## src/rtl/axil_wr_route_ctrl.sv

```systemverilog
// AXI4-Lite write router: decodes AWADDR to one of NUMBER_SLAVE windows and forwards a one-deep AW/W buffer.
// Latency: accept->slave valid 1 cycle, slave B->master B 1 cycle; no new accept until master B completes.
module axil_wr_route_ctrl #(
  parameter int NUMBER_SLAVE   = 4,
  parameter int AXI_ADDR_WIDTH = 32,
  parameter int AXI_DATA_WIDTH = 32,
  parameter logic [NUMBER_SLAVE-1:0][AXI_ADDR_WIDTH-1:0] AXI_ADDR_OFFSET = '0,
  parameter logic [NUMBER_SLAVE-1:0][AXI_ADDR_WIDTH-1:0] AXI_ADDR_RANGE  =
    {NUMBER_SLAVE{{{(AXI_ADDR_WIDTH-1){1'b0}}, 1'b1}}},
  parameter int TIMEOUT_CYCLES = 256
) (
  input  logic                                           aclk,
  input  logic                                           areset,
  input  logic [AXI_ADDR_WIDTH-1:0]                      s_axil_awaddr,
  input  logic                                           s_axil_awvalid,
  output logic                                           s_axil_awready,
  input  logic [AXI_DATA_WIDTH-1:0]                      s_axil_wdata,
  input  logic [AXI_DATA_WIDTH/8-1:0]                    s_axil_wstrb,
  input  logic                                           s_axil_wvalid,
  output logic                                           s_axil_wready,
  output logic [1:0]                                     s_axil_bresp,
  output logic                                           s_axil_bvalid,
  input  logic                                           s_axil_bready,
  output logic [NUMBER_SLAVE-1:0][AXI_ADDR_WIDTH-1:0]    m_axil_awaddr,
  output logic [NUMBER_SLAVE-1:0]                        m_axil_awvalid,
  input  logic [NUMBER_SLAVE-1:0]                        m_axil_awready,
  output logic [NUMBER_SLAVE-1:0][AXI_DATA_WIDTH-1:0]    m_axil_wdata,
  output logic [NUMBER_SLAVE-1:0][AXI_DATA_WIDTH/8-1:0]  m_axil_wstrb,
  output logic [NUMBER_SLAVE-1:0]                        m_axil_wvalid,
  input  logic [NUMBER_SLAVE-1:0]                        m_axil_wready,
  input  logic [NUMBER_SLAVE-1:0][1:0]                   m_axil_bresp,
  input  logic [NUMBER_SLAVE-1:0]                        m_axil_bvalid,
  output logic [NUMBER_SLAVE-1:0]                        m_axil_bready
);

  localparam int SW     = AXI_DATA_WIDTH / 8;
  localparam int TW     = (TIMEOUT_CYCLES > 0) ? $clog2(TIMEOUT_CYCLES + 1) : 1;
  localparam bit TMO_EN = (TIMEOUT_CYCLES != 0);

  typedef enum logic [2:0] {IDLE, FWD, WAITB, RESP, DECERR} state_t;
  state_t state, state_nxt;

  logic [AXI_ADDR_WIDTH-1:0] addr_q;
  logic [AXI_DATA_WIDTH-1:0] data_q;
  logic [SW-1:0]             strb_q;
  logic [NUMBER_SLAVE-1:0]   sel_q;
  logic                      aw_done, w_done;
  logic [1:0]                bresp_q;
  logic [TW-1:0]             tmo_cnt;

  logic [NUMBER_SLAVE-1:0]   hit, sel_dec;
  logic [1:0]                b_sel_resp;
  logic                      accept, aw_hs, w_hs, b_hs, tmo_hit, in_fwd_path;

  // Window end is formed one bit wider so a window reaching the top of the address space does not wrap.
  always_comb begin
    hit = '0;
    for (int i = 0; i < NUMBER_SLAVE; i++) begin
      hit[i] = (AXI_ADDR_RANGE[i] != '0) &&
               ({1'b0, s_axil_awaddr} >= {1'b0, AXI_ADDR_OFFSET[i]}) &&
               ({1'b0, s_axil_awaddr} <  ({1'b0, AXI_ADDR_OFFSET[i]} + {1'b0, AXI_ADDR_RANGE[i]}));
    end
  end

  // Lowest set bit of hit: overlapping windows resolve to the lowest index.
  assign sel_dec = hit & (~hit + {{(NUMBER_SLAVE-1){1'b0}}, 1'b1});

  always_comb begin
    b_sel_resp = 2'b00;
    for (int i = 0; i < NUMBER_SLAVE; i++) begin
      if (sel_q[i]) b_sel_resp = b_sel_resp | m_axil_bresp[i];
    end
  end

  assign in_fwd_path = (state == FWD) || (state == WAITB);
  assign tmo_hit     = TMO_EN && in_fwd_path && (tmo_cnt == TW'(TIMEOUT_CYCLES));

  assign m_axil_awaddr = {NUMBER_SLAVE{addr_q}};
  assign m_axil_wdata  = {NUMBER_SLAVE{data_q}};
  assign m_axil_wstrb  = {NUMBER_SLAVE{strb_q}};

  always_comb begin
    state_nxt      = state;
    s_axil_awready = 1'b0;
    s_axil_wready  = 1'b0;
    s_axil_bvalid  = 1'b0;
    s_axil_bresp   = 2'b00;
    m_axil_awvalid = '0;
    m_axil_wvalid  = '0;
    m_axil_bready  = '0;
    accept         = 1'b0;
    aw_hs          = 1'b0;
    w_hs           = 1'b0;
    b_hs           = 1'b0;
    case (state)
      IDLE: begin
        accept         = s_axil_awvalid && s_axil_wvalid && !areset;
        s_axil_awready = accept;
        s_axil_wready  = accept;
        if (accept) state_nxt = (|hit) ? FWD : DECERR;
      end
      FWD: begin
        m_axil_awvalid = aw_done ? '0 : sel_q;
        m_axil_wvalid  = w_done  ? '0 : sel_q;
        aw_hs = !tmo_hit && |(m_axil_awvalid & m_axil_awready);
        w_hs  = !tmo_hit && |(m_axil_wvalid & m_axil_wready);
        if (tmo_hit)                                        state_nxt = RESP;
        else if ((aw_done || aw_hs) && (w_done || w_hs))    state_nxt = WAITB;
      end
      WAITB: begin
        m_axil_bready = sel_q;
        b_hs = !tmo_hit && |(sel_q & m_axil_bvalid);
        if (tmo_hit || b_hs) state_nxt = RESP;
      end
      RESP: begin
        s_axil_bvalid = 1'b1;
        s_axil_bresp  = bresp_q;
        if (s_axil_bready) state_nxt = IDLE;
      end
      DECERR: begin
        s_axil_bvalid = 1'b1;
        s_axil_bresp  = 2'b11;
        if (s_axil_bready) state_nxt = IDLE;
      end
      default: state_nxt = IDLE;
    endcase
  end

  always_ff @(posedge aclk or posedge areset) begin
    if (areset) begin
      state   <= IDLE;
      addr_q  <= '0;
      data_q  <= '0;
      strb_q  <= '0;
      sel_q   <= '0;
      aw_done <= 1'b0;
      w_done  <= 1'b0;
      bresp_q <= 2'b00;
      tmo_cnt <= '0;
    end else begin
      state <= state_nxt;
      if (accept) begin
        addr_q  <= s_axil_awaddr;
        data_q  <= s_axil_wdata;
        strb_q  <= s_axil_wstrb;
        sel_q   <= sel_dec;
        aw_done <= 1'b0;
        w_done  <= 1'b0;
        tmo_cnt <= '0;
      end
      if (aw_hs) aw_done <= 1'b1;
      if (w_hs)  w_done  <= 1'b1;
      if (TMO_EN && in_fwd_path) tmo_cnt <= tmo_cnt + TW'(1);
      if (b_hs)    bresp_q <= b_sel_resp;
      if (tmo_hit) bresp_q <= 2'b10;
    end
  end

endmodule
```

## config.mk

```make
export PLATFORM = sky130hd
export DESIGN_NAME = axil_wr_route_ctrl
export DESIGN_NICKNAME = d
export VERILOG_FILES = /design/src/rtl/axil_wr_route_ctrl.sv
export SDC_FILE = /design/constraint.sdc
export NUM_CORES = 1
export LEC_CHECK = 0
export ABC_CLOCK_PERIOD_IN_PS = 4000
export CAP_MARGIN = 20
export CELL_PAD_IN_SITES_DETAIL_PLACEMENT = 1
export CELL_PAD_IN_SITES_GLOBAL_PLACEMENT = 1
export CORE_ASPECT_RATIO = 1.1
export CORE_MARGIN = 5
export CORE_UTILIZATION = 24
export CTS_CLUSTER_DIAMETER = 60
export DETAILED_ROUTE_END_ITERATION = 8
export GPL_ROUTABILITY_DRIVEN = 0
export HOLD_SLACK_MARGIN = 0.06
export PLACE_DENSITY_LB_ADDON = 0.1
export SLEW_MARGIN = 20
export SYNTH_ARGS = -nofsm -noshare
export SYNTH_HDL_FRONTEND = slang
export SYNTH_SLANG_ARGS = --single-unit
```

## constraint.sdc

```tcl
create_clock -name aclk -period 4 [get_ports aclk]
set_input_delay 0.8 -clock aclk [delete_from_list [all_inputs] [get_ports aclk]]
set_output_delay 0.8 -clock aclk [all_outputs]
set_load 0.005 [all_outputs]
```

# == Word level (Yosys, flattened, before mapping) ==
# Cells that the tools add are included.
# classes
addsub,2
magnitude_cmp,1
n_eq_ne,9
muxes,29
n_bitwise,8
n_reduce_logical,23
# op_table
op,count
less-than comparator 32 x 1 -> 1 bit (second input constant),1
2-to-1 mux 4 bit,5
2-to-1 mux 3 bit,6
2-to-1 mux 9 bit,2
AND 4 bit,4
2-to-1 mux 2 bit,6
one-hot mux 3 bit (4 select lines),1
OR reduction 4 bit,3
adder 9 x 1 -> 9 bit (second input constant),1
equality test 9 bit (second input constant),1
2-to-1 mux 1 bit,8
nonzero test 2 bit,4
logical AND 1 bit,7
equality test 3 x 2 -> 1 bit (second input constant),2
OR 2 bit,3
adder 4 x 1 -> 4 bit (second input constant),1
logical OR 1 bit,4
inequality test 2 x 1 -> 1 bit (second input constant),2
NOT 4 bit,1
one-hot mux 2 bit (2 select lines),1
AND reduction 4 bit,1
equality test 3 x 1 -> 1 bit (second input constant),1
equality test 3 bit (second input constant),1
zero test 3 bit,1
4 further kinds,5
# word_totals
reg_bits,88
in_bits,93
output_inout_bits,289
word_cells,81

# == Longest topological paths before layout ==
# Gate-level depths: netlist (run 1).
# logic_depth
depth_word,10
mapped_depth,7
ltp_nobuf,7

# == Worst setup path after synthesis (run 1) ==
# No wires, ideal clock.
# synth_timing
path_type,input-to-output
from,in areset
to,out s_axil_wready
t_arrival_ns,1.667
t_required_ns,3.200
setup_slack_ns,1.533
stages,6
path_buffers,3
path_cell_list,nand3b_1 -> or2_1 -> clkbuf_1 -> inv_2 -> buf_4 -> buf_4
# synth_between
elab_chain_len,3
# synth_lines
item,line_no,source
start: declaration,13,"input logic areset,"
zero test 1 bit (no source line),--,
logical AND 1 bit,97,accept = s_axil_awvalid && s_axil_wvalid && !areset;
2-to-1 mux 1 bit,--,
end: declaration,20,"output logic s_axil_wready,"
# Every way passes these cells.

# == Worst setup path in the final report (run 1) ==
# layout_timing
from,in areset
to,out s_axil_wready
# layout_between
elab_chain_len,3
# layout_lines
item,line_no,source
zero test 1 bit (no source line),--,
logical AND 1 bit,97,
2-to-1 mux 1 bit,95,case (state)
# Every way passes these cells.

==> results.sh, run 1 <==
export IMPL_totalWireLength_mm=17.81
export IMPL_cts_sinks=85
export IMPL_synthFlopType="dfrtp_1"
export IMPL_max_freq_mhz=305.7
export IMPL_reg2reg_slack_ps=1670
export IMPL_holdPathStages=1
export IMPL_worstMarginPinSlew_ps=850.6
export IMPL_grt_use_total_pct=13.64
export IMPL_power_density_nw_per_um2=748.7
export IMPL_grt_max_degree=76
export IMPL_dp_hpwl_mm=14.33
export IMPL_finalPower_uw=5883
export IMPL_async_reset_ff_share_pct=100.0
export IMPL_syn_to_final_growth_pct=48.53
export IMPL_grt_pass1_wl_mm=26.75
export IMPL_die_h_um=165.7
export IMPL_root_buffer="clkbuf_16"
export IMPL_grt_overflow=0
export IMPL_grt_pass1_vias=4437
export IMPL_viasPerCell=3.972
export IMPL_vias=4286
export IMPL_final_util_pct=35.89
export IMPL_internal_power_uw=4062
export IMPL_cts_setup_buffers=0
export IMPL_antenna_found_initial=0
export IMPL_num_fill_cells=2549
export IMPL_route_detailed_drc=0
export IMPL_drt_iter0_drc=100
export IMPL_final_cell_mix="clkdlybuf4s50_1, nand2_1, dfrtp_1, nor2_1"
export IMPL_antenna_cells=0
export IMPL_pwr_share_seq_pct=28.6
export IMPL_wl_per_cell_um=16.51
export IMPL_die_x_um=151.6
export IMPL_fin_crit_ps=3271
export IMPL_min_path_type="register to register"
export IMPL_pwr_share_comb_pct=57.0
export IMPL_portBuffers=357
export IMPL_top_layer_used="met4"
export IMPL_dr_pass1_iters=4
export IMPL_slew_limit_headroom_pct=43.30
export IMPL_cts_buffers=9
export IMPL_setup_violations=0
export IMPL_maxSlewViolCount=0
export IMPL_yosysWarnings=0
export IMPL_synth_seq_area_share_pct=40.21
export IMPL_period_share_pct=81.77
export IMPL_whs_ps=474.1
export IMPL_synth_area_leaders="dfrtp_1, buf_4, nand2_1"
export IMPL_io_pins=382
export IMPL_syn_cell_area_um2=5290
export IMPL_timing_rr_start="state[2]"
export IMPL_dpl_instance_area_um2=7564
export IMPL_maxCapViolCount=0
export IMPL_cp_start_kind="primary input"
export IMPL_clock_power_share_pct=14.4
export IMPL_synth_top_area_share_pct=40.21
export IMPL_clkTransAtPathRegs_ps=60
export IMPL_fp_row_count=57
export IMPL_critPathKind="primary input to output pin"
export IMPL_layout_nets=874
export IMPL_required_ps=3200
export IMPL_p_leak_uw=0.003465
export IMPL_syn_area_per_cell_um2=8.397
export IMPL_die_area_um2=25110
export IMPL_final_common_cell="clkdlybuf4s50_1"
export IMPL_grt_setup_unrepaired="no"
export IMPL_min_from="tmo_cnt[8]"
export IMPL_wl_met1_mm=6.396
export IMPL_htree_levels=3
export IMPL_cts_repair_resized=0
export IMPL_final_antenna_net_count=0
export IMPL_ys_ff_latch=85
export IMPL_final_area_um2=7858
export IMPL_switchingPower_uw=1821
export IMPL_synth_top_area_cell="dfrtp_1"
export IMPL_crit_arrival_ps=2470
export IMPL_drive_gt1_share_pct=3.827
export IMPL_syn_instance_count=630
export IMPL_core_area_um2=21890
export IMPL_r2r_cells=7
export IMPL_outcome="completed"
export IMPL_clk_latency_ps=340
export IMPL_switching_share_pct=30.95
export IMPL_hold_viol_final=0
export IMPL_synth_edff_count=0
export IMPL_setup_tns_ps=0
export IMPL_synth_cell_type_count=40
export IMPL_clk_path_buf_depth=2
export IMPL_cp_max_fo=5
export IMPL_initial_utilization_pct=24.16
export IMPL_multi_input_area_um2=1421
export IMPL_vdd_drop_max_v=0.0002573
export IMPL_wl_met3_mm=1.055
export IMPL_hold_buffers=0
export IMPL_met2_length_mm=10.04
export IMPL_critPathCaptureType="output pin"
export IMPL_tritoncts="yes"
export IMPL_regArea_um2=2127
export IMPL_worstHoldEndpoint="tmo_cnt[8]"
export IMPL_reg2reg_to="tmo_cnt[4]"
export IMPL_fin_skew_ps=10.14
-- final cells by class --
cell class	count	share of cell area, %
inverter	5	0.2548
timing repair buffer	364	46.15
multi-input combinational	314	18.09
clock buffer	12	3.137
clock inverter	4	0.6051
tap	295	4.697
sequential	85	27.07
-- registers in the layout, indices dropped and copies added (netlist names) --
register / flops
addr_q: 32
aw_done: 1
bresp_q: 2
data_q: 32
sel_q: 1
state: 3
strb_q: 4
tmo_cnt: 9
w_done: 1
-- kinds of logic after synthesis --
| kind of cell | synth area share [%] |
|---|---|
| AND/OR/NAND/NOR | 21.41 |
| multiplexers | 1.419 |
| XOR/XNOR | 0.1656 |
| adder cells (fa/ha/maj) | 0.4730 |
| other | 0.07089 |
| AO/OA/AOI/OAI | 2.767 |
| flip-flops | 40.21 |
| buffers and inverters | 33.49 |
-- worst max-delay path by stage --
stage	slack (ps)	start	endpoint	depth (start not counted)
final	730	areset	s_axil_wready	5
after global routing	630	areset	s_axil_wready	5
after CTS	650	areset	s_axil_wready	5
after detailed placement	660	areset	s_axil_wready	5
after floorplan	1010	areset	addr_q[0]	1
after global placement	640	areset	s_axil_wready	5
-- worst max-delay path: stages --
cell and delay (ps):
clkdlybuf4s50_1 430, nand3b_1 230, or2_2 340, inv_2 120, clkdlybuf4s50_1 540
-- power by group through the flow --
| stage | registers [µW] | logic, µW | clock network [µW] |
|---|---|---|---|
| 2_1_floorplan | 1610 | 1890 | 0 |
| 3_3_place_gp | 1690 | 3390 | 0 |
| 3_5_place_dp | 1730 | 3420 | 0 |
| 4_1_cts | 1710 | 3430 | 885 |
| 5_1_grt | 1790 | 3580 | 916 |
| 6_report | 1680 | 3350 | 848 |
-- synth_stat cells (2+ instances only) --
| master | number |
|---|---|
| mux2i_1 | 6 |
| nand2_1 | 230 |
| a21oi_1 | 2 |
| ha_1 | 2 |
| nor2_1 | 12 |
| buf_6 | 5 |
| o31ai_1 | 2 |
| inv_1 | 4 |
| buf_4 | 222 |
| o21ai_0 | 4 |
| clkbuf_1 | 4 |
| nand4_1 | 3 |
| buf_2 | 3 |
| dfrtp_1 | 85 |
| and3_1 | 4 |
| o21ai_1 | 9 |
| nor4_1 | 8 |
| and4_1 | 2 |
| nand3_1 | 2 |
-- through the flow --
step	cells	setup slack, ps
6_report	1079	729.2
5_1_grt	1079	625.7
3_3_place_gp	1063	641.4
2_1_floorplan	638	1007
4_1_cts	1079	652.5
3_5_place_dp	1063	656.6
-- routing by layer --
layer	GRT usage (%)	vias to the layer above
met5	0	-
met2	26.92	152
met4	4.572	0
met1	14.06	2078
li1	-	2036
met3	2.432	20
Power figures use the tool's default switching activity.
==> run 2: changes to the inputs <==
--- a/config.mk
+++ b/config.mk
@@ -5,13 +5,13 @@
 export SDC_FILE = /design/constraint.sdc
 export NUM_CORES = 1
 export LEC_CHECK = 0
-export ABC_CLOCK_PERIOD_IN_PS = 4000
+export ABC_CLOCK_PERIOD_IN_PS = 2900
 export CAP_MARGIN = 20
 export CELL_PAD_IN_SITES_DETAIL_PLACEMENT = 1
 export CELL_PAD_IN_SITES_GLOBAL_PLACEMENT = 1
 export CORE_ASPECT_RATIO = 1.1
 export CORE_MARGIN = 5
-export CORE_UTILIZATION = 24
+export CORE_UTILIZATION = 21
 export CTS_CLUSTER_DIAMETER = 60
 export DETAILED_ROUTE_END_ITERATION = 8
 export GPL_ROUTABILITY_DRIVEN = 0
==> constraint.sdc (replaced) <==
create_clock -name aclk -period 2.9 [get_ports aclk]
set_input_delay 0.58 -clock aclk [delete_from_list [all_inputs] [get_ports aclk]]
set_output_delay 0.58 -clock aclk [all_outputs]
set_load 0.005 [all_outputs]
==> results.sh, run 2 (synthesis gave the netlist of run 1 again) <==
export IMPL_outcome="completed"
export IMPL_internal_power_uw=5481
export IMPL_clk_latency_ps=330
export IMPL_route_detailed_drc=0
export IMPL_maxSlewViolCount=0
export IMPL_drive_gt1_share_pct=4.087
export IMPL_pwr_share_comb_pct=57.7
export IMPL_power_density_nw_per_um2=1011
export IMPL_grt_overflow=0
export IMPL_totalWireLength_mm=17.53
export IMPL_grt_use_total_pct=11.79
export IMPL_antenna_found_initial=1
export IMPL_wl_per_cell_um=15.95
export IMPL_cts_setup_buffers=0
export IMPL_clk_path_buf_depth=2
export IMPL_layout_nets=875
export IMPL_cp_start_kind="register"
export IMPL_fp_row_count=61
export IMPL_pwr_share_seq_pct=29.1
export IMPL_period_share_pct=83.73
export IMPL_regArea_um2=2128
export IMPL_crit_arrival_ps=1850
export IMPL_fin_skew_ps=6.096
export IMPL_p_leak_uw=0.003489
export IMPL_maxCapViolCount=0
export IMPL_die_h_um=176.5
export IMPL_initial_utilization_pct=21.13
export IMPL_vdd_drop_max_v=0.0003211
export IMPL_setup_violations=0
export IMPL_grt_pass1_vias=4495
export IMPL_clock_power_share_pct=13.1
export IMPL_whs_ps=490.4
export IMPL_clkTransAtPathRegs_ps=70
export IMPL_drt_iter0_drc=103
export IMPL_tritoncts="yes"
export IMPL_final_antenna_net_count=0
export IMPL_multi_input_area_um2=1421
export IMPL_dp_hpwl_mm=13.76
export IMPL_io_pins=382
export IMPL_required_ps=2320
export IMPL_grt_pass1_wl_mm=26.41
export IMPL_core_area_um2=25030
export IMPL_die_x_um=161.3
export IMPL_min_path_type="register to register"
export IMPL_htree_levels=3
export IMPL_root_buffer="clkbuf_16"
export IMPL_num_fill_cells=2860
export IMPL_viasPerCell=3.823
export IMPL_worstMarginPinSlew_ps=855.0
export IMPL_syn_to_final_growth_pct=48.82
export IMPL_die_area_um2=28470
export IMPL_critPathCaptureType="output pin"
export IMPL_setup_tns_ps=0
export IMPL_fin_crit_ps=2428
export IMPL_cts_sinks=85
export IMPL_reg_top3="addr_q x32, data_q x32, tmo_cnt x9"
export IMPL_critPathKind="register to output pin"
export IMPL_cts_buffers=9
export IMPL_switching_share_pct=31.14
export IMPL_max_freq_mhz=411.8
export IMPL_hold_viol_final=0
export IMPL_vias=4201
export IMPL_dr_pass1_iters=4
export IMPL_grt_setup_unrepaired="no"
export IMPL_final_cell_mix="clkdlybuf4s50_1, nand2_1, dfrtp_1, nor2_1"
export IMPL_grt_max_degree=86
export IMPL_portBuffers=357
export IMPL_final_common_cell="clkdlybuf4s50_1"
export IMPL_slew_limit_headroom_pct=43.00
export IMPL_reg2reg_slack_ps=710
export IMPL_switchingPower_uw=2479
export IMPL_cp_max_fo=11
## run 2: cell types whose count changed in the layout (fill, tap and decap cells not counted)
cell             before  now
clkbuf_1              2    0
clkdlybuf4s50_1     357  355
dlymetal6s2s_1        0    2
buf_12                0    1
bufinv_16             1    0
clkbuf_8              1    0
clkinv_2              3    4
clkinvlp_4            1    2
dfrtp_1              85   84
dfrtp_2               0    1
diode_2               0    1
## run 2: power by group through the flow
stage / combinational (µW) / sequential, µW / clock (µW)
final: 4600 / 2320 / 1040
after detailed placement: 4700 / 2380 / 0
after CTS: 4710 / 2370 / 1090
after global placement: 4700 / 2320 / 0
after floorplan: 2600 / 2210 / 0
after global routing: 4900 / 2470 / 1150
## run 2: path summary, 6_finish.rpt
path / to / start / cells after the start
hold / removal: tmo_cnt[8] / tmo_cnt[8] / 1
min in group asynchronous: data_q[28] / areset / 4
max in group asynchronous: state[2] / areset / 4
hold reg to reg: tmo_cnt[8] / tmo_cnt[8] / 1
setup / recovery: m_axil_wvalid[0] / state[1] / 5
setup reg to reg: tmo_cnt[2] / state[2] / 7
## run 2: what timing repair did
action,in CTS,in global routing
setup endpoints to repair,1,2
hold buffers,0,0
resized for setup,1,2
## run 2: critical path: stages (launching register included)
cell and delay [ps]:
dfrtp_1 370, buf_4 170, nor3b_2 220, nand2_1 110
nor2_1 100, clkdlybuf4s50_1 540
## run 2: area by class of cell
type / instances / area share, %
Multi-Input combinational cell: 314 / 18.05
Antenna cell: 1 / 0.03179
Sequential cell: 85 / 27.03
Tap cell: 315 / 5.006
Timing Repair Buffer: 365 / 46.38
Clock buffer: 9 / 2.861
Clock inverter: 5 / 0.3814
Inverter: 5 / 0.2543
## run 2: metal layers
metal	track usage [%]	part of all wire, %
met1	12.75	37
met2	22.86	57
met3	2.311	4.7
met4	3.804	1.1
met5	0	0
## run 2: through the flow
step	cell area, µm²	worst slack, ps	util [%]	std cells	power, µW
after floorplan	5320	126.5	-	638	4816
after global placement	7609	3.866	30.39	1084	7022
after detailed placement	7609	8.470	30.39	1084	7077
after CTS	7865	4.467	31.42	1098	8166
after global routing	7873	333.2	31.45	1099	8520
final	7873	471.8	31.45	1099	7960
==> run 3: changes to the inputs <==
--- a/config.mk
+++ b/config.mk
@@ -5,13 +5,13 @@
 export SDC_FILE = /design/constraint.sdc
 export NUM_CORES = 1
 export LEC_CHECK = 0
-export ABC_CLOCK_PERIOD_IN_PS = 2900
+export ABC_CLOCK_PERIOD_IN_PS = 2500
 export CAP_MARGIN = 20
 export CELL_PAD_IN_SITES_DETAIL_PLACEMENT = 1
 export CELL_PAD_IN_SITES_GLOBAL_PLACEMENT = 1
 export CORE_ASPECT_RATIO = 1.1
 export CORE_MARGIN = 5
-export CORE_UTILIZATION = 21
+export CORE_UTILIZATION = 24
 export CTS_CLUSTER_DIAMETER = 60
 export DETAILED_ROUTE_END_ITERATION = 8
 export GPL_ROUTABILITY_DRIVEN = 0
==> constraint.sdc (replaced) <==
create_clock -name aclk -period 2.5 [get_ports aclk]
set_input_delay 0.5 -clock aclk [delete_from_list [all_inputs] [get_ports aclk]]
set_output_delay 0.5 -clock aclk [all_outputs]
set_load 0.005 [all_outputs]
==> results.sh, run 3 (synthesis gave the netlist of run 1 again) <==
export IMPL_wl_per_cell_um=16.27
export IMPL_worstMarginPinSlew_ps=839.5
export IMPL_initial_utilization_pct=24.16
export IMPL_critPathCaptureType="output pin"
export IMPL_grt_max_degree=76
export IMPL_max_freq_mhz=417.7
export IMPL_hold_viol_final=0
export IMPL_fin_skew_ps=5.679
export IMPL_min_path_type="register to register"
export IMPL_grt_setup_unrepaired="no"
export IMPL_worstPathCellList="clkdlybuf4s50_1 > nand3b_1 > or2_2 > inv_2 > dlygate4sd2_1"
export IMPL_drive_gt1_share_pct=4.574
export IMPL_cts_sinks=85
export IMPL_cts_repair_resized=2
export IMPL_die_x_um=151.6
export IMPL_tritoncts="yes"
export IMPL_clkTransAtPathRegs_ps=60
export IMPL_dp_hpwl_mm=14.03
export IMPL_cp_max_fo=5
export IMPL_crit_start="areset"
export IMPL_layout_nets=878
export IMPL_vias=4260
export IMPL_final_antenna_net_count=0
export IMPL_required_ps=2000
export IMPL_vdd_drop_max_v=0.0003648
export IMPL_cp_slowest_stage_delay_ps=420
export IMPL_power_density_nw_per_um2=1183
export IMPL_maxSlewViolCount=0
export IMPL_portBuffers=357
export IMPL_p_leak_uw=0.003488
export IMPL_final_common_cell="clkdlybuf4s50_1"
export IMPL_fp_row_count=57
export IMPL_cts_buffers=9
export IMPL_clk_latency_ps=340
export IMPL_hold_buffers=0
export IMPL_grt_pass1_vias=4581
export IMPL_die_area_um2=25110
export IMPL_crit_arrival_ps=1890
export IMPL_dr_pass1_iters=4
export IMPL_grt_overflow=0
export IMPL_syn_to_final_growth_pct=48.89
export IMPL_grt_pass1_wl_mm=26.97
export IMPL_die_h_um=165.7
export IMPL_antenna_cells=0
export IMPL_antenna_found_initial=0
export IMPL_finalPower_uw=9318
export IMPL_maxCapViolCount=0
export IMPL_outcome="completed"
export IMPL_reg_top3="addr_q x32, data_q x32, tmo_cnt x9"
export IMPL_cts_setup_buffers=0
export IMPL_final_cell_mix="clkdlybuf4s50_1, nand2_1, dfrtp_1, nor2_1, buf_4"
export IMPL_root_buffer="clkbuf_16"
export IMPL_totalWireLength_mm=17.60
export IMPL_critPathKind="primary input to output pin"
export IMPL_setup_tns_ps=0
export IMPL_cp_start_kind="primary input"
export IMPL_min_from="tmo_cnt[8]"
export IMPL_setup_violations=0
export IMPL_slew_limit_headroom_pct=44.04
export IMPL_fin_crit_ps=2394
export IMPL_viasPerCell=3.937
export IMPL_period_share_pct=95.77
export IMPL_timing_rr_start="state[2]"
export IMPL_drt_iter0_drc=85
export IMPL_io_pins=382
export IMPL_route_detailed_drc=0
export IMPL_critPathSlowestCell="clkdlybuf4s50_1"
export IMPL_htree_levels=3
export IMPL_core_area_um2=21890
export IMPL_grt_use_total_pct=13.71
export IMPL_clk_path_buf_depth=2
[run 3: cell count changes in the layout (fill, tap and decap cells not counted), sizes merged]
cell / previous run / this run
dlymetal6s2s: 2 / 0
clkbuf: 9 / 10
buf: 8 / 11
diode: 1 / 0
dlygate4sd2: 0 / 2
[run 3: worst paths after layout]
check | slack, ps | cells after the start | end
setup / recovery | 110 | 5 | s_axil_awready
max in group asynchronous | 1420 | 4 | addr_q[4]
min in group asynchronous | 680 | 4 | aw_done
hold reg to reg | 490 | 1 | tmo_cnt[8]
setup reg to reg | 330 | 7 | tmo_cnt[2]
hold / removal | 490 | 1 | tmo_cnt[8]
[run 3: through the flow]
| step | cells | utilization [%] | setup slack [ps] | cell area [µm²] | hold WS, ps |
|---|---|---|---|---|---|
| 2_1_floorplan | 638 | - | 502.4 | 5324 | 439.7 |
| 3_3_place_gp | 1067 | 34.75 | -208.7 | 7609 | 467.6 |
| 3_5_place_dp | 1067 | 34.75 | -212.2 | 7609 | 496.1 |
| 4_1_cts | 1082 | 35.96 | 16.06 | 7873 | 504.5 |
| 5_1_grt | 1082 | 35.97 | 4.493 | 7876 | 525.5 |
| 6_report | 1082 | 35.97 | 105.8 | 7876 | 493.1 |
[run 3: area by class of cell]
type	count	area, µm²
clock buffers	10	239.0
clock inverters	5	27.53
fillers	2561	14020
inverters	5	22.52
multi-input cells	314	1425
flip-flops and latches	85	2127
well taps	295	369.1
repair buffers	368	3666
[run 3: power breakdown]
part	total [µW]	internal (µW)	switching [µW]
clock network	1240	688	557
registers	2670	1920	750
logic	5410	3800	1610
[run 3: critical path, delay by kind of cell]
| family | cells | cell delay, ps |
|---|---|---|
| simple gates | 2 | 570 |
| buf+inv | 3 | 820 |
[run 3: routing by layer]
metal	up-vias	global-route usage (%)	wire [µm]	share of wire, %
li1	2043	-	-	-
met1	2041	14.57	6316	36
met2	159	26.46	9868	56
met3	17	2.459	1091	6.2
met4	0	4.728	323	1.8
met5	-	0	0	0
